===== src/rtl/switch_debounce.sv =====
// switch_debounce
//   Multi-channel switch debouncer. Each raw input bit is brought into the
//   SYSTEMCLOCK domain by a two-flop synchronizer. A new level is accepted
//   only after the synchronized value has differed from the current
//   debounced level for DEBOUNCE_CYCLES consecutive cycles. Acceptance
//   produces a one-cycle rise or fall pulse for that channel.
//
// Ports
//   SYSTEMCLOCK            in   1      single clock, rising edge
//   PUSH_BUTTON_RESET_RAW  in   1      asynchronous active-low reset
//   gpio_switch_raw        in   WIDTH  raw asynchronous switch levels
//   gpio_switch            out  WIDTH  debounced levels (registered)
//   switch_rise            out  WIDTH  one-cycle pulse on accepted 0->1
//   switch_fall            out  WIDTH  one-cycle pulse on accepted 1->0
//   switch_changed         out  1      OR of all rise/fall bits (registered)
//
// Per-channel states
//   state    | meaning
//   STABLE   | sync2 matches gpio_switch, counter is 0
//   SETTLING | sync2 differs, counter holds consecutive differing cycles
module switch_debounce #(
  parameter int WIDTH           = 4,
  parameter int DEBOUNCE_CYCLES = 500000,
  parameter int CNT_W           = 20
) (
  input  logic             SYSTEMCLOCK,
  input  logic             PUSH_BUTTON_RESET_RAW,
  input  logic [WIDTH-1:0] gpio_switch_raw,
  output logic [WIDTH-1:0] gpio_switch,
  output logic [WIDTH-1:0] switch_rise,
  output logic [WIDTH-1:0] switch_fall,
  output logic             switch_changed
);

  typedef enum logic {STABLE, SETTLING} state_t;

  localparam logic [CNT_W-1:0] LAST = CNT_W'(DEBOUNCE_CYCLES - 1);

  logic [WIDTH-1:0] sync1;
  logic [WIDTH-1:0] sync2;
  logic [WIDTH-1:0] accept;
  state_t           state [WIDTH];
  logic [CNT_W-1:0] cnt   [WIDTH];

  // A channel accepts when it has already seen DEBOUNCE_CYCLES-1 differing
  // cycles and still differs. With DEBOUNCE_CYCLES == 1 that happens on the
  // very first differing cycle, straight out of STABLE.
  always_comb begin
    accept = '0;
    for (int i = 0; i < WIDTH; i++) begin
      if (sync2[i] != gpio_switch[i]) begin
        accept[i] = (state[i] == STABLE) ? (LAST == '0) : (cnt[i] == LAST);
      end
    end
  end

  always_ff @(posedge SYSTEMCLOCK or negedge PUSH_BUTTON_RESET_RAW) begin
    if (!PUSH_BUTTON_RESET_RAW) begin
      sync1          <= '0;
      sync2          <= '0;
      gpio_switch    <= '0;
      switch_rise    <= '0;
      switch_fall    <= '0;
      switch_changed <= 1'b0;
      for (int i = 0; i < WIDTH; i++) begin
        state[i] <= STABLE;
        cnt[i]   <= '0;
      end
    end else begin
      sync1          <= gpio_switch_raw;
      sync2          <= sync1;
      gpio_switch    <= gpio_switch ^ accept;
      switch_rise    <= accept & sync2;
      switch_fall    <= accept & ~sync2;
      switch_changed <= |accept;
      for (int i = 0; i < WIDTH; i++) begin
        if (accept[i]) begin
          state[i] <= STABLE;
          cnt[i]   <= '0;
        end else if (sync2[i] != gpio_switch[i]) begin
          // From STABLE the counter is 0, so this loads 1 on entry.
          state[i] <= SETTLING;
          cnt[i]   <= cnt[i] + CNT_W'(1);
        end else begin
          state[i] <= STABLE;
          cnt[i]   <= '0;
        end
      end
    end
  end

endmodule


===== config.mk =====
export PLATFORM = sky130hd
export DESIGN_NAME = switch_debounce
export DESIGN_NICKNAME = d
export VERILOG_FILES = /design/src/rtl/switch_debounce.sv
export SDC_FILE = /design/constraint.sdc
export NUM_CORES = 1
export LEC_CHECK = 0
export ABC_CLOCK_PERIOD_IN_PS = 5920
export CORE_AREA = 3 3 101 83
export CTS_BUF_LIST = sky130_fd_sc_hd__clkbuf_8
export DETAILED_ROUTE_END_ITERATION = 16
export DIE_AREA = 0 0 104 86
export PLACE_DENSITY_LB_ADDON = 0.2
export SYNTH_ARGS = -nofsm -noshare
export SYNTH_HDL_FRONTEND = slang
export SYNTH_SLANG_ARGS = --single-unit

===== constraint.sdc =====
create_clock -name SYSTEMCLOCK -period 5.92 [get_ports SYSTEMCLOCK]
set_input_delay 0.592 -clock SYSTEMCLOCK [delete_from_list [all_inputs] [get_ports SYSTEMCLOCK]]
set_output_delay 0.592 -clock SYSTEMCLOCK [all_outputs]
set_load 0.05 [all_outputs]

==> results.cfg <==
[critical_path]
crit_arrival_ns = 1.65
crit_path_end_kind = output pin
cpLargestDelayFamily = buffers and inverters
timing.rr.start = cnt[15]
ff2ff_path_depth = 4
crit_path_max_fanout = 5
path_buf_inv = 1
cp.required_ns = 5.33
critPathMaxStageDelay_ns = 0.84
path_class = register to output pin
crit_path_cell_trace = clkdlybuf4s50_1
r2r_end = cnt[3]
startpoint_type = register
slowest_stage = clkdlybuf4s50_1
rrSetupSlack_ns = 3.82

[placed_design]
dpl.hpwl_mm = 5.84
dpl_worst_slack_ns = 3.85
io_buffers = 18
place_inst = 571
place_congestion = 0.817

[final_layout]
final_util_pct = 70.9
seqCellArea_um2 = 2630
area_delta_synth_final_pct = 9.45
antenna_cells = 0
stdcell_count = 587
n_fill_cell = 561
multi_input_area_um2 = 2080
drive_gt1_share_pct = 7.47
fin_nets = 487

[clock_tree]
cts-root-buf = clkbuf_8
cts.repair.resized = 0
holdBufCountCts = 0
cts.sinks = 105
max-clock-path-buffers = 2
post-cts-setup-buffers = 0
clk_latency_ns = 0.37
htree_levels = 3
cts.clk_slew.worst_paths_ns = 0.10
cts_made_buffers = 9
tritoncts = built

[global_routing]
grt_pass1_vias = 3180
grt_remaining_overflow = 0
grt_max_degree = 68
grt_pass1_wl_mm = 15.0
grt_util_all_layers_pct = 21.0
antenna_found_initial = 0

[logic_synthesis]
synth_area_um2 = 4810
syn-mean-instance-area_um2 = 10.5
syn_nets = 466
synthTopCellsByCount = dfrtp_1 (105), nor2_1 (69), xnor2_1 (37), nand4_1 (26), xor2_1 (23)
async_flop_share_pct = 100
ys_ff_latch = 105
yosys_warnings = 0
yosysTopAreaCellShare_pct = 54.6
synth.distinct_cells = 44
ys.flop_type = dfrtp_1
synth.most_common_cell = dfrtp_1
syn_inst = 456
yosys-top-cells-area = dfrtp_1 (55%), xnor2_1 (6.7%), nor2_1 (5.4%)
synth_edf_count = 0
seq_area_frac_synth_pct = 54.6
yosysTopAreaCell = dfrtp_1

[die]
fp.dieH_um = 86
die_w_um = 104
initial_core_util_pct = 64.7
ioPinCount = 19
dieArea_um2 = 8940
coreArea_um2 = 7430
rows = 28

[detailed_routing]
wl_per_cell_um = 14.6
vias_per_cell = 5.75
wirelength_mm = 8.59
drtIter0Drc = 135
ant_nets = 0
route.detailed.drc = 0
detail_route.first_pass.iterations = 5
vias = 3375

[sta]
skew_ns = 0.0110
worst_pin_slew_ns = 0.808
period_needed_ns = 2.25
tns_ns = 0
rsz0062_at_grt = no
max_slew_margin_pct = 46.2
fin_crit_sh_pct = 37.9
hold_violations = 0
worst_slack_ns = 3.67
timing.fmax_mhz = 445
setup-violations-final = 0
slew_violations = 0

[pwr]
p_total_mw = 1.19
p_leak_nw = 2.15
pwr_density_cell_nw_per_um2 = 225
vdd_drop_max_v = 0.000161

[outcome]
status = finished clean

[flow_run]
drv_cap = 0

[hold_path]
min_path_type = input pin to asynchronous set/reset pin
-- layout by cell type, fill, tap and decap left out, types with 3 or more instances in the layout --
master	synthesis	layout
or3_1	11	11
o31ai_1	3	3
nor4_1	15	15
ha_1	4	4
or4_1	7	7
nor3_1	12	12
clkbuf_8	0	9
nand4_2	3	3
clkdlybuf4s50_1	0	17
and4_1	5	5
nand3_1	21	21
a31o_2	3	3
xor2_1	23	23
o21ai_0	11	11
nor2_1	69	69
nand2_1	21	21
clkinv_4	0	3
xnor2_1	37	37
nor3b_1	8	8
dfrtp_1	105	105
and3_1	6	6
mux2_2	3	3
inv_1	17	18
a21oi_1	16	16
nand4_1	26	26
-- worst max-delay path by stage --
stage,from,end,depth (start not counted)
floorplan,cnt[40],cnt[58],5
global placement,cnt[46],cnt[45],4
detailed placement,cnt[69],cnt[61],5
CTS,register,gpio_switch[0],1
global route,register,gpio_switch[0],1
finish,register,gpio_switch[0],1
-- report_power, final --
part / switching [mW] / internal, mW / leakage [nW]
sequential: 0.0100 / 0.727 / 1.43
combinational: 0.0282 / 0.0128 / 0.628
clock: 0.251 / 0.157 / 0.0916
-- registers in the layout, indices dropped and copies added (netlist names), named ones only --
name            count
switch_changed      1
switch_fall         4
sync2               4
cnt                80
switch_rise         4
state               4
sync1               4
-- routing by layer --
metal	global-route usage [%]	part of all wire, %	wire [um]	vias to the layer above
met4	6.16	1.2	106	0
met2	32.3	46	3930	53
met1	30.1	50	4250	1657
met5	0	0	0	-
li1	-	-	-	1655
met3	5.19	3.5	302	10
-- metrics by stage --
step           hold WS [ns]  instance area [um^2]
6_report              0.172                  5260
3_3_place_gp          0.334                  5080
4_1_cts               0.161                  5260
3_5_place_dp          0.336                  5080
2_1_floorplan         0.296                  4810
5_1_grt               0.191                  5260
-- cell type report --
type / count / area share, %
timing repair buffer: 19 / 3.52
clock buffer: 9 / 2.35
inverter: 17 / 1.21
multi-input combinational: 325 / 39.4
sequential: 105 / 49.9
clock inverter: 7 / 1.05
tap: 105 / 2.50
-- logic make-up (layout without fill, tap and decap cells) --
logic type      count (synthesis)  in the layout  share of synthesized area (%)
compound gates                 36             36                           4.63
xor+xnor                       60             60                           10.9
fa+ha+maj                       4              4                           1.04
buf+inv                        26             52                           2.19
flops                         105            105                           54.6
mux                             4              4                           1.01
simple gates                  221            221                           25.6
Power figures use the tool's default switching activity.
